<file path="src/rtl/load_store_pkg.sv">
// rtl/load_store_pkg.sv - shared size, state and byte-mask encodings for the load/store unit
package load_store_pkg;

    localparam logic [1:0] SIZE_BYTE = 2'd0;
    localparam logic [1:0] SIZE_HALF = 2'd1;
    localparam logic [1:0] SIZE_WORD = 2'd2;
    localparam logic [1:0] SIZE_ILL  = 2'd3;

    localparam logic [3:0] MASK_BYTE = 4'b0001;
    localparam logic [3:0] MASK_HALF = 4'b0011;
    localparam logic [3:0] MASK_WORD = 4'b1111;

    typedef enum logic [1:0] {
        ST_IDLE = 2'd0,
        ST_WAIT = 2'd1,
        ST_RESP = 2'd2
    } lsu_state_t;

    function automatic logic [3:0] size_mask(input logic [1:0] size);
        case (size)
            SIZE_BYTE: size_mask = MASK_BYTE;
            SIZE_HALF: size_mask = MASK_HALF;
            SIZE_WORD: size_mask = MASK_WORD;
            default:   size_mask = 4'b0000;
        endcase
    endfunction

endpackage

</file>
<file path="src/rtl/lsu_lane_align.sv">
// rtl/lsu_lane_align.sv - byte-lane steering: strobes, store shift, load extract/extend, fault check
module lsu_lane_align
    import load_store_pkg::*;
(
    input  logic [1:0]  i_chk_size,
    input  logic [1:0]  i_chk_addr_lo,
    output logic        o_fault,
    input  logic [1:0]  i_size,
    input  logic        i_zero_ext,
    input  logic [1:0]  i_addr_lo,
    input  logic [31:0] i_wdata,
    input  logic [31:0] i_rdata,
    output logic [3:0]  o_wstrb,
    output logic [31:0] o_wdata,
    output logic [31:0] o_rdata
);

    logic [4:0]  w_bit_shift;
    logic [31:0] w_rdata_lane;

    assign w_bit_shift  = {i_addr_lo, 3'b000};
    assign w_rdata_lane = i_rdata >> w_bit_shift;
    assign o_wdata      = i_wdata << w_bit_shift;
    assign o_wstrb      = size_mask(i_size) << i_addr_lo;

    // Checked against the incoming request, not the captured one, so a fault is known at accept
    always_comb begin
        o_fault = 1'b0;
        case (i_chk_size)
            SIZE_HALF: o_fault = i_chk_addr_lo[0];
            SIZE_WORD: o_fault = (i_chk_addr_lo != 2'b00);
            SIZE_ILL:  o_fault = 1'b1;
            default:   o_fault = 1'b0;
        endcase
    end

    always_comb begin
        o_rdata = w_rdata_lane;
        case (i_size)
            SIZE_BYTE: o_rdata = {{24{~i_zero_ext & w_rdata_lane[7]}}, w_rdata_lane[7:0]};
            SIZE_HALF: o_rdata = {{16{~i_zero_ext & w_rdata_lane[15]}}, w_rdata_lane[15:0]};
            default:   o_rdata = w_rdata_lane;
        endcase
    end

endmodule

</file>
<file path="src/rtl/load_store_unit.sv">
// rtl/load_store_unit.sv - load/store initiator: request capture, wait counter, response hold
module load_store_unit
    import load_store_pkg::*;
#(
    parameter int pWaitCycles = 0
)(
    input  logic        iwClk,
    input  logic        iwnRst,
    input  logic        iwReqValid,
    output logic        owReqReady,
    input  logic        iwReqWrite,
    input  logic [1:0]  iwReqSize,
    input  logic        iwReqUnsigned,
    input  logic [31:0] iwReqAddr,
    input  logic [31:0] iwReqWdata,
    output logic        owRspValid,
    input  logic        iwRspReady,
    output logic [31:0] owRspData,
    output logic        owRspFault,
    output logic [31:0] owMemReadAddr,
    input  logic [31:0] iwMemReadData,
    output logic [31:0] owMemWriteAddr,
    output logic [31:0] owMemWriteData,
    output logic [3:0]  owMemWstrb
);

    localparam logic [3:0] LP_WAIT_INIT = 4'(pWaitCycles);

    lsu_state_t  r_state;
    lsu_state_t  w_state_nxt;
    logic [3:0]  r_cnt;
    logic        r_write;
    logic        r_zext;
    logic [1:0]  r_size;
    logic [1:0]  r_addr_lo;
    logic [31:0] r_wdata;
    logic [31:0] r_mem_addr;
    logic [31:0] r_rsp_data;
    logic        r_rsp_fault;

    logic        w_accept;
    logic        w_wait_done;
    logic        w_req_fault;
    logic [3:0]  w_wstrb;
    logic [31:0] w_wdata_lane;
    logic [31:0] w_rdata_ext;

    lsu_lane_align u_lane_align (
        .i_chk_size    (iwReqSize),
        .i_chk_addr_lo (iwReqAddr[1:0]),
        .o_fault       (w_req_fault),
        .i_size        (r_size),
        .i_zero_ext    (r_zext),
        .i_addr_lo     (r_addr_lo),
        .i_wdata       (r_wdata),
        .i_rdata       (iwMemReadData),
        .o_wstrb       (w_wstrb),
        .o_wdata       (w_wdata_lane),
        .o_rdata       (w_rdata_ext)
    );

    always_ff @(posedge iwClk or negedge iwnRst) begin
        if (!iwnRst) begin
            r_state <= ST_IDLE;
        end else begin
            r_state <= w_state_nxt;
        end
    end

    always_comb begin
        w_state_nxt = r_state;
        owReqReady  = 1'b0;
        owRspValid  = 1'b0;
        w_accept    = 1'b0;
        w_wait_done = 1'b0;
        case (r_state)
            ST_IDLE: begin
                owReqReady = 1'b1;
                if (iwReqValid) begin
                    w_accept    = 1'b1;
                    w_state_nxt = w_req_fault ? ST_RESP : ST_WAIT;
                end
            end
            ST_WAIT: begin
                if (r_cnt == 4'd0) begin
                    w_wait_done = 1'b1;
                    w_state_nxt = ST_RESP;
                end
            end
            ST_RESP: begin
                owRspValid = 1'b1;
                if (iwRspReady) begin
                    w_state_nxt = ST_IDLE;
                end
            end
            default: w_state_nxt = ST_IDLE;
        endcase
    end

    // Memory address only moves for requests that will touch memory; it holds otherwise
    always_ff @(posedge iwClk or negedge iwnRst) begin
        if (!iwnRst) begin
            r_cnt       <= 4'd0;
            r_write     <= 1'b0;
            r_zext      <= 1'b0;
            r_size      <= 2'd0;
            r_addr_lo   <= 2'd0;
            r_wdata     <= 32'd0;
            r_mem_addr  <= 32'd0;
            r_rsp_data  <= 32'd0;
            r_rsp_fault <= 1'b0;
        end else if (w_accept) begin
            r_write     <= iwReqWrite;
            r_zext      <= iwReqUnsigned;
            r_size      <= iwReqSize;
            r_addr_lo   <= iwReqAddr[1:0];
            r_wdata     <= iwReqWdata;
            r_rsp_data  <= 32'd0;
            r_rsp_fault <= w_req_fault;
            if (!w_req_fault) begin
                r_cnt      <= LP_WAIT_INIT;
                r_mem_addr <= {iwReqAddr[31:2], 2'b00};
            end
        end else if (r_state == ST_WAIT) begin
            if (r_cnt != 4'd0) begin
                r_cnt <= r_cnt - 4'd1;
            end else if (!r_write) begin
                r_rsp_data <= w_rdata_ext;
            end
        end
    end

    assign owMemWstrb     = (w_wait_done && r_write) ? w_wstrb : 4'b0000;
    assign owMemReadAddr  = r_mem_addr;
    assign owMemWriteAddr = r_mem_addr;
    assign owMemWriteData = w_wdata_lane;
    assign owRspData      = r_rsp_data;
    assign owRspFault     = r_rsp_fault;

endmodule

</file>
<file path="config.mk">
export PLATFORM = sky130hd
export DESIGN_NAME = load_store_unit
export DESIGN_NICKNAME = d
export VERILOG_FILES = /design/src/rtl/load_store_pkg.sv /design/src/rtl/lsu_lane_align.sv /design/src/rtl/load_store_unit.sv
export SDC_FILE = /design/constraint.sdc
export NUM_CORES = 1
export LEC_CHECK = 0
export CAP_MARGIN = 20
export CORE_MARGIN = 2
export CORE_UTILIZATION = 40
export DETAILED_ROUTE_END_ITERATION = 10
export GPL_TIMING_DRIVEN = 0
export MAX_ROUTING_LAYER = met4
export PLACE_DENSITY = 0.79
export SKIP_LAST_GASP = 1
export SLEW_MARGIN = 20
export SYNTH_ARGS = -nofsm -noshare
export SYNTH_HDL_FRONTEND = slang
export SYNTH_HIERARCHICAL = 1
export SYNTH_SLANG_ARGS = --single-unit
</file>
<file path="constraint.sdc">
create_clock -name iwClk -period 1.7 [get_ports iwClk]
set_input_delay 0.425 -clock iwClk [delete_from_list [all_inputs] [get_ports iwClk]]
set_output_delay 0.425 -clock iwClk [all_outputs]
set_load 0.05 [all_outputs]
</file>
After elaboration in Yosys (flattened, before gate mapping)
Cells that the tools add are included.
Word-level totals
  flip-flop bits (word level): 107
  input port bits: 104
  output and inout port bits: 135
  word-level logic and storage cells: 66
Cells by class
  add/subtract/negate cells: 1
  eq/ne operators: 13
  shift operators: 3
  multiplexer cells: 23
  bitwise operators: 4
  reductions and logical operators: 12
Operators with widths (number)
  $mux W32: 4
  $pmux W32 S2: 1
  $shl A32 B5 Y32: 1
  $shr A32 B5 Y32: 1
  $mux W4: 5
  $pmux W4 S3: 1
  $ne A2 B2 Y1 const B: 5
  $reduce_and A3 Y1: 3
  $eq A2 B2 Y1 const B: 4
  $mux W2: 4
  $eq A2 B1 Y1 const B: 3
  $mux W1: 6
  $pmux W2 S3: 1
  $reduce_bool A2 Y1: 3
  $logic_not A2 Y1: 2
  $logic_not A4 Y1: 1
  $reduce_bool A4 Y1: 1
  $shl A4 B2 Y4: 1
  $sub A4 B1 Y4 const B: 1
  $pmux W1 S3: 1
  $and A1 B1 Y1: 2
  $ne A2 B1 Y1 const B: 1
  $not A1 Y1: 2
  $reduce_and A2 Y1: 1
  $logic_and A1 B1 Y1: 1

Longest topological paths before layout
  depth in word-level cells: 7
  mapped depth: 8
  mapped depth without buffers: 7

Modules after synthesis
Netlist, hierarchy kept.
By module, submodules not included
  load_store_unit: times used 1, cells an instance 365, area each 4643.2 µm², seq. area each 2677.6 µm²
  lsu_lane_align: times used 1, cells an instance 207, area each 1432.6 µm², seq. area each 0.0 µm²

Worst setup path before layout
OpenSTA, ideal clock, no wires.
  path type: register to output
  start: reg r_addr_lo[0]
  end: out owMemWriteData[17]
  data arrival time: 2.063 ns
  required time: 1.275 ns
  setup slack: -0.788 ns
  stages on the path, launching flop included: 6
  path buffers: 3
  cells stage by stage: dfrtp_1 buf_6 buf_4 buf_4 mux2i_1 o21ai_0
On the way
  longest elaborated chain between the ends: 1
Ends and longest elaborated chain
  start, declared: RTL line load_store_unit.sv:35  | logic [1:0] r_addr_lo;
  start signal, assigned: RTL line load_store_unit.sv:116  | r_addr_lo <= iwReqAddr[1:0];
  $shl A32 B5 Y32: RTL line lsu_lane_align.sv:23  | assign o_wdata = i_wdata << w_bit_shift;
  end, declared: RTL line load_store_unit.sv:23  | output logic [31:0] owMemWriteData,
No other way between the ends.

Worst setup path in the final report
  start: reg r_addr_lo[0]
  end: out owMemWstrb[2]
On the way
  longest elaborated chain between the ends: 2
Ends and longest elaborated chain
  $shl A4 B2 Y4: RTL line lsu_lane_align.sv:24  | assign o_wstrb = size_mask(i_size) << i_addr_lo;
  via w_wstrb[2]: RTL line load_store_unit.sv:44  | logic [3:0] w_wstrb;
  $mux W4: RTL line load_store_unit.sv:133  | assign owMemWstrb = (w_wait_done && r_write) ? w_wstrb : 4'b0000;
  end, declared: RTL line load_store_unit.sv:24  | output logic [3:0] owMemWstrb
The timed path passes the listed nets, and every way through them passes these cells.

==> flow_summary.json <==
{
  "run_status": "finished, violations left",
  "violated_checks": "negative setup slack",
  "endpoint_kind": "output pin",
  "drt_initial_violations": 442,
  "placeable_area_um2": 15030,
  "grt_pass1_wl_mm": 32.17,
  "cp_data_required_time_ns": 1.27,
  "area_delta_synth_final_pct": 77.37,
  "detailed_place.area_um2": 9046,
  "dp.final_hpwl_mm": 14.28,
  "ys_seq_elements": 107,
  "async_flop_share_pct": 100.0,
  "num-fill-cells": 1011,
  "proportion_of_layout_cells_with_a_drive_suffix_above_1_pct": 49.60,
  "crit_path_top_delay_cell": "sky130_fd_sc_hd__dfrtp_1",
  "detail_route.drc_violations": 0,
  "gr-usage-all-layers_pct": 26.55,
  "postLayoutCellArea_um2": 10780,
  "ratio_of_routed_vias_to_standard_cells": 5.361,
  "antenna_left": 0,
  "start_kind": "flop",
  "floorplan.initialDensity_pct": 40.42,
  "number_of_hold_slack_violations_in_the_final_timing_report": 0,
  "cts_buffers": 9,
  "synthDistinctLibCells": 44,
  "syn_inst": 572,
  "cts-root-to-sink-buffers": 2,
  "ys_warn_count": 6,
  "cp.buffers_inverters": 3,
  "synth.yosys.seq_area_share_pct": 44.07,
  "fmax_mhz": 449.9,
  "met1_usage_pct": 31.73,
  "finalMaxSlewViolations": 0,
  "die_height_um": 127.2,
  "pin_count_of_the_biggest_net_entering_global_routing": 55,
  "yosys_most_used_dff": "sky130_fd_sc_hd__dfrtp_1",
  "avgSynthCellArea_um2": 10.62,
  "cts_tree": "yes",
  "finalClockSkew_ns": 0.01145,
  "post_synthesis_cell_area_um2": 6076,
  "wire_length_per_cell_after_detailed_routing_um": 20.23,
  "clk_root_buffer_cell": "sky130_fd_sc_hd__clkbuf_16",
  "grt-busiest-layer": "met2",
  "cts_max_level": 3,
  "timing.final.crit_share_pct": 130.8,
  "num_vias": 5752,
  "crit_path_cell_trace": "buf_8 -> nor2b_4 -> buf_4 -> nand2_1 -> o21ai_1 -> and2_4 -> buf_8",
  "gp_congestion": 0.9169,
  "maxCapViolations": 0,
  "wirelength_mm": 21.70,
  "report.final.setup_viol": 135,
  "maximum_fanout_along_the_worst_path": 10,
  "hold_class": "in2async",
  "design.final.nets": 991,
  "timing.critical_path.arrival_ns": 1.80,
  "antenna_found_initial": 0,
  "final_period_minus_worst_setup_slack_ns": 2.223,
  "port_buffers": 234,
  "fp-row-count": 45,
  "worstMarginPinSlew_ns": 0.5785,
  "path_common_cell": "sky130_fd_sc_hd__buf_8",
  "finalCoreUtilization_pct": 71.69,
  "clk_pin_slew_ns": 0.08,
  "global_route.usage.met2_pct": 44.09,
  "num_io_pins": 239,
  "max_stage_delay_ns": 0.40,
  "setup_repair_after_global_routing_missed_its_margin": "true",
  "setup.worst_path.class": "reg2out",
  "global_route.overflow_total": 0,
  "die_width_um": 127.2,
  "crit_family": "buffers and inverters",
  "setup_tns_ns": -31.01,
  "worst_skew_pair.late_latency_ns": 0.36,
  "maxSlewHeadroom_pct": 61.26,
  "clkSinkCount": 107,
  "grt_pass1_vias": 5832,
  "fin_ws_ns": -0.5228,
  "num_antenna_cells": 0,
  "edff_count_synth": 0,
  "met3_usage_grt_pct": 7.161,
  "die-area_um2": 16190,
  "detail_route.first_pass.iterations": 5
}
per-stage QoR:
step,hold WS (ns),instances,setup slack [ns]
after global routing,0.04602,1073,-0.5815
after global placement,0.4675,997,-3.981
final,0.001945,1073,-0.5228
after floorplan,0.1294,575,-0.09127
after detailed placement,0.4171,998,-1.006
after CTS,0.02304,1060,-0.4625
final cells by class:
cell class                      count  area [um^2]  area share [%]
Timing Repair Buffer              298         3117           28.92
Buffer                             71        688.2           6.386
Clock inverter                      6        50.05          0.4644
Clock buffer                        9        225.2           2.090
Inverter                            8        30.03          0.2786
Sequential cell                   107         2680           24.87
Multi-Input combinational cell    386         3751           34.81
Tap cell                          188        235.2           2.183
layer usage:
metal	routed length [um]	vias up
li1	-	2600
met1	8742	2782
met2	10640	314
met3	1665	56
met4	654	0
met5	0	-
registers in the layout, indices dropped and copies added (netlist names), 2 cells and up:
name           flops
r_wdata           32
r_size             2
r_cnt              4
owRspData         32
r_addr_lo          2
owMemReadAddr     30
r_state            2
cells in the final DEF, fill, tap and decap left out, types with 15 or more instances in the layout:
cell type	count
sky130_fd_sc_hd__clkdlybuf4s15_2	33
sky130_fd_sc_hd__clkbuf_2	28
sky130_fd_sc_hd__buf_8	25
sky130_fd_sc_hd__mux2i_4	16
sky130_fd_sc_hd__buf_6	41
sky130_fd_sc_hd__nand3_1	31
sky130_fd_sc_hd__o21ai_2	16
sky130_fd_sc_hd__mux2_4	70
sky130_fd_sc_hd__dfrtp_1	105
sky130_fd_sc_hd__clkdlybuf4s15_1	20
sky130_fd_sc_hd__nand2_1	63
sky130_fd_sc_hd__clkdlybuf4s50_1	98
sky130_fd_sc_hd__mux2i_1	16
sky130_fd_sc_hd__buf_4	70
sky130_fd_sc_hd__buf_12	15
sky130_fd_sc_hd__o211ai_1	16
sky130_fd_sc_hd__o21ai_1	25
cells by family (layout without fill, tap and decap cells):
logic type               after synthesis  in the layout  share of synthesized area, %
adder cells (fa/ha/maj)                6              6                         1.236
other                                  1              4                       0.06172
buffers and inverters                 82            392                         8.752
AO/OA/AOI/OAI                        108            108                         10.91
multiplexers                         111            111                         21.87
flip-flops                           107            107                         44.07
AND/OR/NAND/NOR                      157            157                         13.10
worst paths after layout:
kind / startpoint / to / slack, ns / depth (start not counted)
min: iwnRst / owMemReadAddr[28] / 0.002 / 1
max in group asynchronous: iwnRst / r_state[1] / 1.04 / 2
max: r_addr_lo[0] / owMemWstrb[2] / -0.52 / 7
min reg2reg: r_wdata[27] / r_wdata[27] / 0.51 / 1
min in group iwClk: iwReqAddr[1] / r_addr_lo[1] / 0.33 / 2
max reg2reg: r_addr_lo[0] / owRspData[20] / -0.36 / 9
cells in the mapped netlist (2+ instances only):
cell / count / area share (%)
sky130_fd_sc_hd__dfrtp_1: 107 / 44
sky130_fd_sc_hd__nand2_1: 66 / 4.1
sky130_fd_sc_hd__o21ai_0: 47 / 3.9
sky130_fd_sc_hd__buf_4: 42 / 5.2
sky130_fd_sc_hd__mux2_2: 37 / 6.9
sky130_fd_sc_hd__mux2i_1: 33 / 5.4
sky130_fd_sc_hd__nand3_1: 33 / 2.7
sky130_fd_sc_hd__mux2_4: 32 / 7.9
sky130_fd_sc_hd__o211ai_1: 16 / 2.0
sky130_fd_sc_hd__clkbuf_1: 13 / 0.80
sky130_fd_sc_hd__nor2_1: 13 / 0.80
sky130_fd_sc_hd__nor2b_1: 13 / 1.3
sky130_fd_sc_hd__a21oi_1: 12 / 0.99
sky130_fd_sc_hd__and2_1: 12 / 1.2
sky130_fd_sc_hd__buf_2: 11 / 0.91
sky130_fd_sc_hd__o21ai_1: 10 / 0.82
sky130_fd_sc_hd__mux2_1: 9 / 1.7
sky130_fd_sc_hd__a211oi_1: 8 / 0.99
sky130_fd_sc_hd__inv_1: 8 / 0.49
sky130_fd_sc_hd__buf_6: 7 / 1.3
sky130_fd_sc_hd__a2bb2oi_1: 6 / 0.86
sky130_fd_sc_hd__ha_1: 6 / 1.2
sky130_fd_sc_hd__nand2b_1: 3 / 0.31
sky130_fd_sc_hd__o21a_1: 3 / 0.37
sky130_fd_sc_hd__and3_1: 2 / 0.21
sky130_fd_sc_hd__nor3_2: 2 / 0.33
sky130_fd_sc_hd__nor3b_2: 2 / 0.41
sky130_fd_sc_hd__o22a_1: 2 / 0.29
sky130_fd_sc_hd__or3b_1: 2 / 0.29
repair_timing:
action,4_1_cts,5_1_grt
endpoints found under the setup margin,236,192
gates cloned,7,5
resized for setup,619,185
buffers inserted,40,11
pin swaps,11,30
hold buffers,0,0
Power is not shown: default switching activity piles up to over one toggle a cycle in this logic, so the estimate is an artifact.
